===== config.mk =====
export PLATFORM = sky130hd
export DESIGN_NAME = fetch_stage_flat
export DESIGN_NICKNAME = d
export VERILOG_FILES = /design/src/rtl/fetch_stage_pkg.sv /design/src/rtl/fetch_stage_if.sv /design/src/rtl/fetch_stage_len_calc.sv /design/src/rtl/fetch_stage.sv /design/src/flat_wrapper.sv
export SDC_FILE = /design/constraint.sdc
export NUM_CORES = 1
export LEC_CHECK = 0
export CORE_MARGIN = 5
export CORE_UTILIZATION = 43
export CTS_CLUSTER_DIAMETER = 50
export DETAILED_ROUTE_END_ITERATION = 8
export GPL_TIMING_DRIVEN = 0
export PLACE_DENSITY = 0.78
export RECOVER_POWER = 25
export SLEW_MARGIN = 20
export SYNTH_ARGS = -nofsm -noshare
export SYNTH_HDL_FRONTEND = slang
export SYNTH_SLANG_ARGS = --single-unit

===== constraint.sdc =====
create_clock -name clk -period 6.2 [get_ports clk]
set_input_delay 1.24 -clock clk [delete_from_list [all_inputs] [get_ports clk]]
set_output_delay 1.24 -clock clk [all_outputs]
set_load 0.005 [all_outputs]

===== src/rtl/fetch_stage_pkg.sv =====
// Shared definitions for the Y86 fetch stage: icodes, status codes,
// FSM encodings and the field values of a pipeline bubble.
package fetch_stage_pkg;

    localparam int DATA_WID_DEF = 32;

    // Instruction codes
    localparam logic [3:0] I_HALT   = 4'h0;
    localparam logic [3:0] I_NOP    = 4'h1;
    localparam logic [3:0] I_RRMOVL = 4'h2;
    localparam logic [3:0] I_IRMOVL = 4'h3;
    localparam logic [3:0] I_RMMOVL = 4'h4;
    localparam logic [3:0] I_MRMOVL = 4'h5;
    localparam logic [3:0] I_OPL    = 4'h6;
    localparam logic [3:0] I_JXX    = 4'h7;
    localparam logic [3:0] I_CALL   = 4'h8;
    localparam logic [3:0] I_RET    = 4'h9;
    localparam logic [3:0] I_PUSHL  = 4'hA;
    localparam logic [3:0] I_POPL   = 4'hB;

    // "No register" specifier
    localparam logic [3:0] RNONE = 4'hF;

    // Pipeline status codes
    localparam logic [2:0] STAT_AOK = 3'd1;
    localparam logic [2:0] STAT_HLT = 3'd2;
    localparam logic [2:0] STAT_ADR = 3'd3;
    localparam logic [2:0] STAT_INS = 3'd4;

    // Fetch FSM states
    typedef enum logic [1:0] {
        ST_RUN      = 2'd0,
        ST_RET_WAIT = 2'd1,
        ST_HALTED   = 2'd2
    } fetch_state_e;

    // Bubble (NOP) contents of the D register
    localparam logic [3:0] BUBBLE_ICODE = I_NOP;
    localparam logic [3:0] BUBBLE_IFUN  = 4'h0;
    localparam logic [3:0] BUBBLE_REG   = RNONE;
    localparam logic [2:0] BUBBLE_STAT  = STAT_AOK;

    // Status of a fetched instruction: address error beats invalid icode beats halt
    function automatic logic [2:0] fetch_stat_f(input logic err, input logic [3:0] icode);
        logic [2:0] st;
        if (err)                 st = STAT_ADR;
        else if (icode > I_POPL) st = STAT_INS;
        else if (icode == I_HALT) st = STAT_HLT;
        else                     st = STAT_AOK;
        return st;
    endfunction

endpackage


===== src/rtl/fetch_stage_if.sv =====
// Fetch-stage <-> instruction-memory bus.
// Protocol: no handshake. The fetch stage presents f_pc combinationally and
// the memory answers with the decoded fields in the same cycle; imem_err
// flags an out-of-range f_pc. The master modport is the fetch stage.
interface fetch_stage_if #(
    parameter int DATA_WID = 32
);
    logic [DATA_WID-1:0] f_pc;
    logic [3:0]          imem_icode;
    logic [3:0]          imem_ifun;
    logic [3:0]          imem_rA;
    logic [3:0]          imem_rB;
    logic [DATA_WID-1:0] imem_valC;
    logic                imem_err;

    modport master (
        output f_pc,
        input  imem_icode, imem_ifun, imem_rA, imem_rB, imem_valC, imem_err
    );

    modport slave (
        input  f_pc,
        output imem_icode, imem_ifun, imem_rA, imem_rB, imem_valC, imem_err
    );
endinterface


===== src/rtl/fetch_stage_len_calc.sv =====
// Instruction length decode: which optional bytes an icode carries and the
// resulting fall-through address valP (wraps silently).
module fetch_len_calc
    import fetch_stage_pkg::*;
#(
    parameter int DATA_WID = DATA_WID_DEF
) (
    input  logic [3:0]          icode,
    input  logic [DATA_WID-1:0] f_pc,
    output logic                need_regids,
    output logic                need_valc,
    output logic [DATA_WID-1:0] valp
);

    // Decode optional byte groups and add up the instruction length
    always_comb begin
        need_regids = icode inside {I_RRMOVL, I_IRMOVL, I_RMMOVL, I_MRMOVL,
                                    I_OPL, I_PUSHL, I_POPL};
        need_valc   = icode inside {I_IRMOVL, I_RMMOVL, I_MRMOVL, I_JXX, I_CALL};
        valp        = f_pc + DATA_WID'(1) + DATA_WID'(need_regids)
                    + (need_valc ? DATA_WID'(DATA_WID / 8) : '0);
    end

endmodule


===== src/rtl/fetch_stage.sv =====
// Y86 pipelined fetch stage: predicted-PC register, RUN/RET_WAIT/HALTED
// control FSM, next-PC selection and the F/D pipeline register.
module fetch_stage
    import fetch_stage_pkg::*;
#(
    parameter int                  DATA_WID = DATA_WID_DEF,
    parameter logic [DATA_WID-1:0] RESET_PC = '0
) (
    input  logic                clk,
    input  logic                rst_n,
    input  logic                f_stall,
    input  logic                d_stall,
    input  logic                d_bubble,
    input  logic                mispredict,
    input  logic [DATA_WID-1:0] mispredict_pc,
    input  logic                ret_valid,
    input  logic [DATA_WID-1:0] ret_pc,
    fetch_stage_if.master       imem,
    output logic [3:0]          d_icode,
    output logic [3:0]          d_ifun,
    output logic [3:0]          d_rA,
    output logic [3:0]          d_rB,
    output logic [DATA_WID-1:0] d_valC,
    output logic [DATA_WID-1:0] d_valP,
    output logic [2:0]          d_stat,
    output logic [1:0]          f_state
);

    fetch_state_e        state_q, state_d;
    logic [DATA_WID-1:0] pred_pc_q, pred_pc_d;
    logic [3:0]          d_icode_q, d_icode_d;
    logic [3:0]          d_ifun_q, d_ifun_d;
    logic [3:0]          d_ra_q, d_ra_d;
    logic [3:0]          d_rb_q, d_rb_d;
    logic [DATA_WID-1:0] d_valc_q, d_valc_d;
    logic [DATA_WID-1:0] d_valp_q, d_valp_d;
    logic [2:0]          d_stat_q, d_stat_d;

    logic [DATA_WID-1:0] f_pc_w;
    logic [DATA_WID-1:0] valp_w;
    logic                need_regids_w;
    logic                need_valc_w;
    logic [2:0]          f_stat_w;
    logic                fetch_live;

    fetch_len_calc #(.DATA_WID(DATA_WID)) u_len_calc (
        .icode       (imem.imem_icode),
        .f_pc        (f_pc_w),
        .need_regids (need_regids_w),
        .need_valc   (need_valc_w),
        .valp        (valp_w)
    );

    // PC selection; a halted stage ignores redirects entirely.
    // fetch_live marks cycles whose fetch is a real RUN-style fetch.
    always_comb begin
        f_pc_w     = pred_pc_q;
        fetch_live = 1'b0;
        if (state_q != ST_HALTED && mispredict) begin
            f_pc_w = mispredict_pc;
        end else if (state_q == ST_RET_WAIT && ret_valid) begin
            f_pc_w = ret_pc;
        end
        if (state_q == ST_RUN) begin
            fetch_live = 1'b1;
        end else if (state_q == ST_RET_WAIT) begin
            fetch_live = mispredict || ret_valid;
        end
        f_stat_w = fetch_stat_f(imem.imem_err, imem.imem_icode);
    end

    assign imem.f_pc = f_pc_w;

    // Next predicted PC and FSM state; both freeze while the fetch is not live
    always_comb begin
        pred_pc_d = pred_pc_q;
        state_d   = state_q;
        if (fetch_live && !f_stall) begin
            if (imem.imem_icode == I_JXX || imem.imem_icode == I_CALL) begin
                pred_pc_d = imem.imem_valC;
            end else begin
                pred_pc_d = valp_w;
            end
        end
        // Under any stall the same instruction is refetched, so hold the state
        if (fetch_live && !f_stall && !d_stall) begin
            if (imem.imem_icode == I_RET) begin
                state_d = ST_RET_WAIT;
            end else if (f_stat_w != STAT_AOK) begin
                state_d = ST_HALTED;
            end else begin
                state_d = ST_RUN;
            end
        end
    end

    // F/D register next value: halted forces bubbles, stall beats bubble
    always_comb begin
        d_icode_d = d_icode_q;
        d_ifun_d  = d_ifun_q;
        d_ra_d    = d_ra_q;
        d_rb_d    = d_rb_q;
        d_valc_d  = d_valc_q;
        d_valp_d  = d_valp_q;
        d_stat_d  = d_stat_q;
        if (state_q == ST_HALTED || (!d_stall && (d_bubble || !fetch_live))) begin
            d_icode_d = BUBBLE_ICODE;
            d_ifun_d  = BUBBLE_IFUN;
            d_ra_d    = BUBBLE_REG;
            d_rb_d    = BUBBLE_REG;
            d_valc_d  = '0;
            d_valp_d  = '0;
            d_stat_d  = BUBBLE_STAT;
        end else if (!d_stall) begin
            d_icode_d = imem.imem_icode;
            d_ifun_d  = imem.imem_ifun;
            d_ra_d    = imem.imem_rA;
            d_rb_d    = imem.imem_rB;
            d_valc_d  = imem.imem_valC;
            d_valp_d  = valp_w;
            d_stat_d  = f_stat_w;
        end
    end

    // FSM, F register and F/D register with synchronous active-low reset
    always_ff @(posedge clk) begin
        if (!rst_n) begin
            state_q   <= ST_RUN;
            pred_pc_q <= RESET_PC;
            d_icode_q <= BUBBLE_ICODE;
            d_ifun_q  <= BUBBLE_IFUN;
            d_ra_q    <= BUBBLE_REG;
            d_rb_q    <= BUBBLE_REG;
            d_valc_q  <= '0;
            d_valp_q  <= '0;
            d_stat_q  <= BUBBLE_STAT;
        end else begin
            state_q   <= state_d;
            pred_pc_q <= pred_pc_d;
            d_icode_q <= d_icode_d;
            d_ifun_q  <= d_ifun_d;
            d_ra_q    <= d_ra_d;
            d_rb_q    <= d_rb_d;
            d_valc_q  <= d_valc_d;
            d_valp_q  <= d_valp_d;
            d_stat_q  <= d_stat_d;
        end
    end

    assign d_icode = d_icode_q;
    assign d_ifun  = d_ifun_q;
    assign d_rA    = d_ra_q;
    assign d_rB    = d_rb_q;
    assign d_valC  = d_valc_q;
    assign d_valP  = d_valp_q;
    assign d_stat  = d_stat_q;
    assign f_state = state_q;

endmodule


===== src/flat_wrapper.sv =====
// flat-port wrapper written by rule: the top's interface ports become plain ports
module fetch_stage_flat import fetch_stage_pkg::*;
#(
    parameter int                  DATA_WID = DATA_WID_DEF,
    parameter logic [DATA_WID-1:0] RESET_PC = '0
)
  (clk, rst_n, f_stall, d_stall, d_bubble, mispredict, mispredict_pc, ret_valid, ret_pc, d_icode, d_ifun, d_rA, d_rB, d_valC, d_valP, d_stat, f_state, imem_f_pc, imem_imem_icode, imem_imem_ifun, imem_imem_rA, imem_imem_rB, imem_imem_valC, imem_imem_err);
  fetch_stage_if #(.DATA_WID(DATA_WID)) imem_i ();
  input  logic clk;
  input  logic rst_n;
  input  logic f_stall;
  input  logic d_stall;
  input  logic d_bubble;
  input  logic mispredict;
  input  logic [DATA_WID-1:0] mispredict_pc;
  input  logic ret_valid;
  input  logic [DATA_WID-1:0] ret_pc;
  output logic [3:0] d_icode;
  output logic [3:0] d_ifun;
  output logic [3:0] d_rA;
  output logic [3:0] d_rB;
  output logic [DATA_WID-1:0] d_valC;
  output logic [DATA_WID-1:0] d_valP;
  output logic [2:0] d_stat;
  output logic [1:0] f_state;
  output wire logic [$bits(imem_i.f_pc)-1:0] imem_f_pc;
  input wire logic [$bits(imem_i.imem_icode)-1:0] imem_imem_icode;
  input wire logic [$bits(imem_i.imem_ifun)-1:0] imem_imem_ifun;
  input wire logic [$bits(imem_i.imem_rA)-1:0] imem_imem_rA;
  input wire logic [$bits(imem_i.imem_rB)-1:0] imem_imem_rB;
  input wire logic [$bits(imem_i.imem_valC)-1:0] imem_imem_valC;
  input wire logic [$bits(imem_i.imem_err)-1:0] imem_imem_err;
  assign imem_f_pc = imem_i.f_pc;
  assign imem_i.imem_icode = imem_imem_icode;
  assign imem_i.imem_ifun = imem_imem_ifun;
  assign imem_i.imem_rA = imem_imem_rA;
  assign imem_i.imem_rB = imem_imem_rB;
  assign imem_i.imem_valC = imem_imem_valC;
  assign imem_i.imem_err = imem_imem_err;
  fetch_stage #(.DATA_WID(DATA_WID), .RESET_PC(RESET_PC)) u_core (.clk(clk), .rst_n(rst_n), .f_stall(f_stall), .d_stall(d_stall), .d_bubble(d_bubble), .mispredict(mispredict), .mispredict_pc(mispredict_pc), .ret_valid(ret_valid), .ret_pc(ret_pc), .imem(imem_i), .d_icode(d_icode), .d_ifun(d_ifun), .d_rA(d_rA), .d_rB(d_rB), .d_valC(d_valC), .d_valP(d_valP), .d_stat(d_stat), .f_state(f_state));
endmodule

Word-level counts from Yosys, hierarchy flattened
Cells that the tools add are included.
{"block": "classes", "bitwise": 1, "n_lt_le_gt_ge": 1, "mux": 11, "addsub": 3, "reduce_logical": 17, "n_eq_ne": 14}
{"cell": "32-bit 2-to-1 mux", "n": 3}
{"cell": "32-bit by 1-bit adder with 32-bit output", "n": 1}
{"cell": "32-bit by 1-bit adder with 32-bit output (second input constant)", "n": 1}
{"cell": "32-bit by 3-bit adder with 32-bit output", "n": 1}
{"cell": "4-bit by 3-bit equality test with 1-bit output (second input constant)", "n": 4}
{"cell": "4-bit equality test (second input constant)", "n": 4}
{"cell": "3-bit 2-to-1 mux", "n": 3}
{"cell": "4-bit by 2-bit equality test with 1-bit output (second input constant)", "n": 2}
{"cell": "7-bit nonzero test", "n": 1}
{"cell": "2-bit 2-to-1 mux", "n": 3}
{"cell": "1-bit logical AND", "n": 5}
{"cell": "5-bit nonzero test", "n": 1}
{"cell": "4-bit greater-than comparator (second input constant)", "n": 1}
{"cell": "4-bit logical NOT", "n": 1}
{"cell": "1-bit logical OR", "n": 4}
{"cell": "1-bit logical NOT", "n": 3}
{"cell": "3-bit by 1-bit inequality test with 1-bit output (second input constant)", "n": 1}
{"cell": "2-bit by 1-bit equality test with 1-bit output (second input constant)", "n": 1}
{"cell": "2-bit equality test (second input constant)", "n": 1}
{"cell": "2-bit logical NOT", "n": 1}
{"cell": "1-bit 2-to-1 mux", "n": 2}
{"cell": "2-bit inequality test (second input constant)", "n": 1}
{"cell": "2-bit OR reduction", "n": 1}
{"cell": "1-bit NOT", "n": 1}
{"block": "word_totals", "out_inout_bits": 117, "regBits": 117}

Longest topological paths before layout
Gate-level depths: netlist (run 1).
{"block": "logic_depth", "word_depth": 8, "depth_mapped": 21}

Cells and area by module
From an unflattened synthesis (run 1), not the netlist that was laid out.
{"block": "hier_totals", "cells_unflattened": 667, "area_unflattened_um2": 6500.0}
{"module": "fetch_stage", "instances": 1, "cells_per_inst": 565, "area_per_inst_um2": 5789.3, "seq_area_each_um2": 2342.2}
{"module": "fetch_len_calc", "instances": 1, "cells_per_inst": 102, "area_per_inst_um2": 710.7, "seq_area_each_um2": 0.0}

Worst setup path before layout (run 1)
OpenSTA, ideal clock, no wires.
{"block": "synth_timing", "path_type": "input port to flip-flop", "from": "in mispredict", "to": "reg u_core.pred_pc_q[13]", "path_slack_ps": 1459, "setup_time_ps": 138, "path_stages": 17, "t_required_ps": 6062, "arrival_ps": 4603, "path_cell_list": "buf_6 -> inv_1 -> nor2_2 -> buf_4 -> buf_2 -> buf_2 -> buf_2 -> buf_2 -> o21ai_0 -> ha_1 -> nand2b_1 -> a311oi_2 -> o21ai_0 -> nor3_2 -> or3b_1 -> xnor2_1 -> o221ai_1"}
{"block": "synth_via", "elab_chain_cells": 6, "word_cells_on_any_way": 10}
{"item": "from (decl)", "line_no": "flat_wrapper.sv:14", "source": "input logic mispredict;"}
{"item": "1-bit logical AND", "line_no": "fetch_stage.sv:59", "source": "if (state_q != ST_HALTED && mispredict) begin"}
{"item": "32-bit 2-to-1 mux", "line_no": "fetch_stage.sv:59"}
{"item": "via imem_f_pc[2]", "line_no": "flat_wrapper.sv:26", "source": "output wire logic [$bits(imem_i.f_pc)-1:0] imem_f_pc;"}
{"item": "32-bit by 1-bit adder with 32-bit output (2 in series)", "line_no": "fetch_stage_len_calc.sv:20", "source": "valp = f_pc + DATA_WID'(1) + DATA_WID'(need_regids)"}
{"item": "32-bit by 3-bit adder with 32-bit output", "line_no": "fetch_stage_len_calc.sv:21", "source": "+ (need_valc ? DATA_WID'(DATA_WID / 8) : '0);"}
{"item": "32-bit 2-to-1 mux", "line_no": "fetch_stage.sv:79", "source": "if (imem.imem_icode == I_JXX || imem.imem_icode == I_CALL) begin"}
{"item": "to (signal assigned)", "line_no": "fetch_stage.sv:139", "source": "pred_pc_q <= pred_pc_d;"}
{"item": "to (decl)", "line_no": "fetch_stage.sv:30", "source": "logic [DATA_WID-1:0] pred_pc_q, pred_pc_d;"}
The timed path passes the listed nets, and every way through them passes these cells.
A chain may end at the register's enable or synchronous reset.

Final worst setup path (run 1)
{"block": "layout_timing", "from": "in mispredict", "to": "reg u_core.pred_pc_q[13]"}
{"block": "layout_via", "elab_chain_cells": 6, "word_cells_on_any_way": 10}
{"item": "1-bit logical AND", "line_no": "fetch_stage.sv:59"}
{"item": "32-bit 2-to-1 mux", "line_no": "fetch_stage.sv:59"}
{"item": "32-bit by 1-bit adder with 32-bit output (2 in series)", "line_no": "fetch_stage_len_calc.sv:20"}
{"item": "32-bit by 3-bit adder with 32-bit output", "line_no": "fetch_stage_len_calc.sv:21"}
{"item": "32-bit 2-to-1 mux", "line_no": "fetch_stage.sv:79"}
Parallel ways exist; a longest one is shown, timed or not.

==> flow_summary.ini, run 1 <==
[status]
status = finished clean

[die]
coreArea_um2 = 15100
start_util_pct = 43.4
fp.dieArea_um2 = 17800
ios = 237
die_w_um = 133
dieHeight_um = 133
num_rows = 45

[routing]
top_layer = met4
wl_per_cell_um = 21.2
drc = 0
postRouteAntennaNets = 0
drt_iter0_drc = 871
via_count = 7601
wl_met1_um = 10900
wl_met3_um = 3050
wl_um = 26800
firstDrtPassIters = 8
met2WireLength_um = 11900
viasPerCell = 6.00

[synth]
synth_cell_type_count = 72
ys_warn_count = 0
synth_xor_area_share_pct = 1.87
synth-compound-area-share_pct = 22.1
yosysSeqAreaShare_pct = 35.8
synth_edf_count = 0
synth_nets = 939
synthAdderAreaFrac_pct = 0.765
ys.flop_type = dfxtp_1
synth_simple_gate_area_share_pct = 23.2
netlist_area_um2 = 6540
synth-seq-cells = 117
async_reset_ff_share_pct = 0
synth_top_family_by_area = simple AND/OR/NAND/NOR gates
syn_inst = 815
muxShareOfSynthArea_pct = 10.4
syn_area_per_cell_um2 = 8.03

[placed_design]
dpl.hpwl_um = 20600
gp_congestion = 0.969
place.port_buffers = 230

[sta]
fin_tns_setup_ns = 0
worst_slew_pin_slew_ns = 0.919
fmax_ghz = 0.176
finalHoldViolCount = 0
final-setup-viol-count = 0
slew_viol_final = 0
fin_crit_ns = 5.67
slew_headroom_pct = 38.5
skew_ns = 0.00849
rsz0062_at_grt = false
fin_crit_sh_pct = 91.4

[cells_and_area]
utilization_pct = 64.0
seq_area_um2 = 2340
n_fill_cell = 1317
drive_above_1_share_pct = 6.96
multi_input_comb_area_um2 = 3820
syn2layout_area_growth_pct = 47.5
nNetsFinal = 1188

[clocking]
cts_hold_buf = 0
cts_tree = done
cts_num_sinks = 117
insertion_delay_ns = 0.42
numCtsBuffers = 17
htreeDepth = 4
clkTransAtPathRegs_ns = 0.05
cts_buffer_depth = 2
cts-root-buf = clkbuf_16
cts_resized = 0
postCtsSetupRepairBufs = 0

[pwr]
switchingPower_uw = 662
combinationalPowerShare_pct = 22.7
p_total_mw = 2.32
power.internal_mw = 1.66
power_density_nw_per_um2 = 240
power.leakage_nw = 4.05
clkPwrFrac_pct = 41.6
ir_worst_vdd_mv = 0.187
seqPwrFrac_pct = 35.7
netSwitchingFraction_pct = 28.5

[global_route]
grt-ovfl-total = 0
grt_max_degree = 17
grt_pass1_wl_um = 40800
antenna_found_initial = 1
grt_usage_pct = 29.3
grt_pass1_vias = 7154

[worst_setup_path]
ff2ff_setup_slack_ns = 0.78
r2r_end = u_core.pred_pc_q[13]
worstPathRequired_ns = 6.47
crit_path_max_fanout = 10
critPathCapture = u_core.pred_pc_q[13]
r2r_cells = 17
endpoint_kind = flop
critPathLaunchType = input pin
rr_startpoint = u_core.f_state[0]
cp_data_arrival_time_ns = 5.93
worstSetupPathType = in -> reg
cp-startpoint = mispredict

[worst_hold_path]
hp-class = reg -> reg
hold_depth = 2

[flow_run]
cap_violations = 0
-- worst min-delay path by stage --
stage / to / slack [ns] / start
6_report: u_core.pred_pc_q[2] / 0.46 / u_core.pred_pc_q[2]
5_1_grt: u_core.d_valP[11] / 0.48 / u_core.d_valP[11]
4_1_cts: u_core.pred_pc_q[2] / 0.46 / u_core.pred_pc_q[2]
3_5_place_dp: u_core.pred_pc_q[2] / 0.45 / u_core.pred_pc_q[2]
3_3_place_gp: u_core.pred_pc_q[2] / 0.44 / u_core.pred_pc_q[2]
2_1_floorplan: u_core.pred_pc_q[0] / 0.43 / u_core.pred_pc_q[0]
-- worst max-delay path, stage by stage --
cell	delay, ns
buf_6	0.10
inv_1	0.07
nor2_2	0.24
buf_4	0.25
buf_2	0.30
buf_2	0.35
buf_2	0.34
buf_2	0.34
o21ai_0	0.19
ha_1	0.37
nand2b_1	0.12
a311oi_2	0.37
o21ai_0	0.21
nor3_2	0.57
or3b_1	0.46
xnor2_1	0.24
o221ai_1	0.14
-- Yosys cell counts, types with 3 or more instances --
library cell / number / area, um2
ha_1: 4 / 50.1
nand4_1: 13 / 81.3
nor3_1: 11 / 55.1
xnor2_1: 9 / 78.8
clkbuf_1: 41 / 154
dfxtp_1: 117 / 2340
o21ai_0: 52 / 260
nand2b_1: 4 / 25.0
a31oi_1: 19 / 119
a211o_1: 5 / 43.8
and2_1: 5 / 31.3
and3_1: 12 / 75.1
buf_2: 9 / 45.0
o221ai_1: 5 / 43.8
a21o_1: 9 / 67.6
inv_1: 24 / 90.1
or4_1: 3 / 22.5
o211ai_1: 9 / 67.6
o21ai_1: 6 / 30.0
mux2i_1: 68 / 681
buf_4: 7 / 52.6
a31o_2: 3 / 26.3
or3_1: 5 / 31.3
nand2_1: 74 / 278
a21oi_1: 61 / 305
o21a_1: 9 / 67.6
nor3b_1: 4 / 30.0
a211oi_1: 3 / 22.5
and4_1: 4 / 35.0
nand3_1: 49 / 245
nor4_1: 3 / 18.8
a22oi_1: 5 / 37.5
nand2_2: 3 / 18.8
o221ai_2: 4 / 60.1
o221a_2: 4 / 45.0
o211a_1: 3 / 30.0
nand3b_1: 6 / 45.0
nor2_1: 94 / 353
buf_1: 3 / 11.3
xor2_1: 5 / 43.8
-- routing by layer --
layer | vias up | global-route usage, %
li1 | 3453 | -
met5 | - | 0
met1 | 3543 | 37.6
met4 | 0 | 10.7
met3 | 85 | 9.52
met2 | 520 | 46.1
-- area by class of cell --
cell class	instances	share of cell area, %
repair buffers	230	23.8
clock inverters	9	1.06
well taps	188	2.44
diodes	1	0.0259
flip-flops and latches	117	24.3
multi-input cells	611	39.6
clock buffers	23	4.85
plain buffers	62	2.96
inverters	25	0.972
-- kinds of logic after synthesis --
kind of cell | Yosys count
adders and majority gates | 4
buffers and inverters | 87
and+or+nand+nor | 305
xor gates and xnor gates | 14
muxes | 68
DFF | 117
AOI/OAI and AO/OA | 220
-- flip-flops by register name, indices dropped and copies added (netlist names) --
signal / count
u_core.d_rA: 4
u_core.d_valP: 32
u_core.d_rB: 4
u_core.pred_pc_q: 32
u_core.d_icode: 4
u_core.f_state: 2
u_core.d_ifun: 4
u_core.d_valC: 32
u_core.d_stat: 3
-- placed cells by master (no fill, tap or decap), types with 6 or more instances in the layout --
cell type / n
buf_4: 7
nand3b_1: 6
a21o_1: 9
nand2_1: 74
nor2_1: 94
a21oi_1: 61
o21ai_0: 52
mux2i_1: 68
nand4_1: 13
buf_2: 9
nand3_1: 49
a31oi_1: 19
clkbuf_1: 45
xnor2_1: 9
clkbuf_16: 17
nor3_1: 11
and3_1: 12
o21a_1: 9
clkdlybuf4s50_1: 172
dlygate4sd3_1: 58
o211ai_1: 9
o21ai_1: 6
dfxtp_1: 117
inv_1: 24
-- through the flow --
step	cell area (um2)	setup WS, ns	hold WS (ns)	cells
after global routing	9650	0.326	0.479	1266
after detailed placement	9080	0.277	0.448	1233
after global placement	9080	0.292	0.444	1233
final	9650	0.534	0.459	1266
after CTS	9650	0.647	0.456	1265
after floorplan	6540	1.46	0.432	815
-- power groups by stage --
stage | Combinational, mW | Clock [mW] | Sequential [mW]
final | 0.527 | 0.966 | 0.828
after global routing | 0.563 | 1.01 | 0.832
after CTS | 0.525 | 0.968 | 0.828
after detailed placement | 0.521 | 0 | 0.843
after global placement | 0.519 | 0 | 0.842
after floorplan | 0.247 | 0 | 0.838
(Power assumes the default switching activity.)
==> inputs of run 2 (changes only) <==
ABC_CLOCK_PERIOD_IN_PS = 6200   (was unset)
==> results of run 2 <==
Same layout as run 1: the final DEF is identical, and so are final timing and power.
==> inputs of run 3 (changes only) <==
RECOVER_POWER = unset   (was 25)
SYNTH_HIERARCHICAL = 1   (was unset)
==> run 3 against run 2 <==
Clock skew shrank 0.0019 ns. Power up 3.8%. Via count down 16%. Critical path type is now in -> out. Routed wire length down 16%. Combinational power barely moved. Final cell count down 12%. Flip-flop and latch count did not move. Clock power is 9% higher. First-iteration DRC count fell by 28%. Sequential power about the same. Synthesized area down 0.71%. Global-route usage shrank 4.4 points.
==> flow_summary.ini, run 3 <==
[status]
status = finished clean

[sta]
fmax_ghz = 0.217
rsz0062_at_grt = false
finalHoldViolCount = 0
fin_crit_ns = 4.61
fin_crit_sh_pct = 74.4
fin_tns_setup_ns = 0
worst_slew_pin_slew_ns = 0.978
final-setup-viol-count = 0
slew_viol_final = 0
skew_ns = 0.00660
slew_headroom_pct = 34.3

[global_route]
grt_pass1_vias = 6397
grt_pass1_wl_um = 35100
grt-ovfl-total = 0
grt_usage_pct = 24.9
antenna_found_initial = 0
grt_max_degree = 17

[synth]
syn_area_per_cell_um2 = 9.75
netlist_area_um2 = 6500
synth_nets = 789
syn_inst = 666
ys_warn_count = 6

[pwr]
p_total_mw = 2.41
combinationalPowerShare_pct = 21.9
power.internal_mw = 1.79
switchingPower_uw = 622
ir_worst_vdd_mv = 0.213
power_density_nw_per_um2 = 248
power.leakage_nw = 3.76
clkPwrFrac_pct = 43.6
netSwitchingFraction_pct = 25.8
seqPwrFrac_pct = 34.5

[cells_and_area]
multi_input_comb_area_um2 = 3740
nNetsFinal = 1043
n_fill_cell = 1259
layout_common_cells = clkdlybuf4s50_1, dfxtp_1, mux2i_1
seq_area_um2 = 2340
mostFrequentLayoutCell = clkdlybuf4s50_1
diodes = 0
drive_above_1_share_pct = 15.9
syn2layout_area_growth_pct = 49.4

[routing]
drt_iter0_drc = 626
firstDrtPassIters = 7
wl_um = 22500
postRouteAntennaNets = 0
wl_per_cell_um = 20.1
via_count = 6387
drc = 0
viasPerCell = 5.70

[worst_setup_path]
r2r_cells = 13
crit_chain = clkdlybuf4s50_1 -> nand3b_4 -> buf_2 -> mux2_1 -> mux2_2 -> clkdlybuf4s50_1
endpoint_kind = output port
rr_startpoint = u_core/f_state[1]
critPathLaunchType = input pin
r2r_end = u_core/pred_pc_q[31]
slowest_delay_ns = 0.49
crit_slowest_cell = clkdlybuf4s50_1
worstPathRequired_ns = 4.96
cp_common_cell = clkdlybuf4s50_1
crit_path_max_fanout = 10
worstSetupPathType = in -> out
ff2ff_setup_slack_ns = 2.42
cp_data_arrival_time_ns = 3.37

[worst_hold_path]
hp-class = reg -> reg
hold_end = u_core/d_stat[1]
min_from = u_core/d_stat[1]
hold_depth = 2

[die]
die_w_um = 133
start_util_pct = 43.2
dieHeight_um = 133
num_rows = 45
fp.dieArea_um2 = 17700
ios = 237
coreArea_um2 = 15000

[placed_design]
place.port_buffers = 235
gp_congestion = 0.870
dpl.hpwl_um = 16400

[clocking]
cts_resized = 0
insertion_delay_ns = 0.41
cts_hold_buf = 0
cts_num_sinks = 117
cts-root-buf = clkbuf_16
clkTransAtPathRegs_ns = 0.05
htreeDepth = 4
cts_buffer_depth = 2
cts_tree = done
postCtsSetupRepairBufs = 0
numCtsBuffers = 17

[flow_run]
cap_violations = 0
run 3: area by class of cell:
class                           instances  area share, %
Timing Repair Buffer                  235           24.2
Sequential cell                       117           24.1
Multi-Input combinational cell        474           38.5
Tap cell                              188           2.42
Clock inverter                         10           1.57
Clock buffer                           21           4.85
Buffer                                 66           3.96
Inverter                                9          0.348
run 3: worst max-delay path by stage:
stage | startpoint | endpoint | slack (ns) | cells past startpoint
floorplan | ret_valid | u_core/pred_pc_q[31] | 2.49 | 12
global placement | ret_valid | u_core/pred_pc_q[31] | 1.31 | 13
detailed placement | ret_valid | u_core/pred_pc_q[31] | 1.26 | 13
CTS | ret_valid | imem_f_pc[9] | 1.58 | 6
global route | ret_valid | u_core/pred_pc_q[31] | 1.49 | 13
finish | ret_valid | imem_f_pc[13] | 1.59 | 6
run 3: layer usage:
layer  share of wire, %  vias to the layer above  track usage, %
met5                  0                        -               0
met4                1.5                        0            7.51
met3                8.0                       27            6.43
met2                 48                      297            41.1
met1                 43                     3064            31.9
li1                   -                     2999               -
run 3: power by group through the flow:
stage               combinational, mW  clock [mW]  sequential [mW]
CTS                             0.527        1.06            0.829
finish                          0.528        1.05            0.830
detailed placement              0.523           0            0.844
floorplan                       0.265           0            0.840
global route                    0.567        1.09            0.835
global placement                0.518           0            0.843
run 3: critical path, delay by kind of cell:
kind	cells	cell delay (ns)
AND/OR/NAND/NOR	1	0.15
multiplexers	2	0.68
buffers and inverters	3	1.29
run 3: stage by stage:
step           setup slack (ns)  cell area [um2]  hold slack (ns)  util [%]  instances
5_1_grt                    1.49             9710            0.505      64.6       1120
2_1_floorplan              2.49             6500            0.468         -        666
4_1_cts                    1.58             9710            0.479      64.6       1120
6_report                   1.59             9710            0.477      64.6       1120
3_5_place_dp               1.26             9080            0.468      60.4       1089
3_3_place_gp               1.31             9080            0.468      60.4       1089
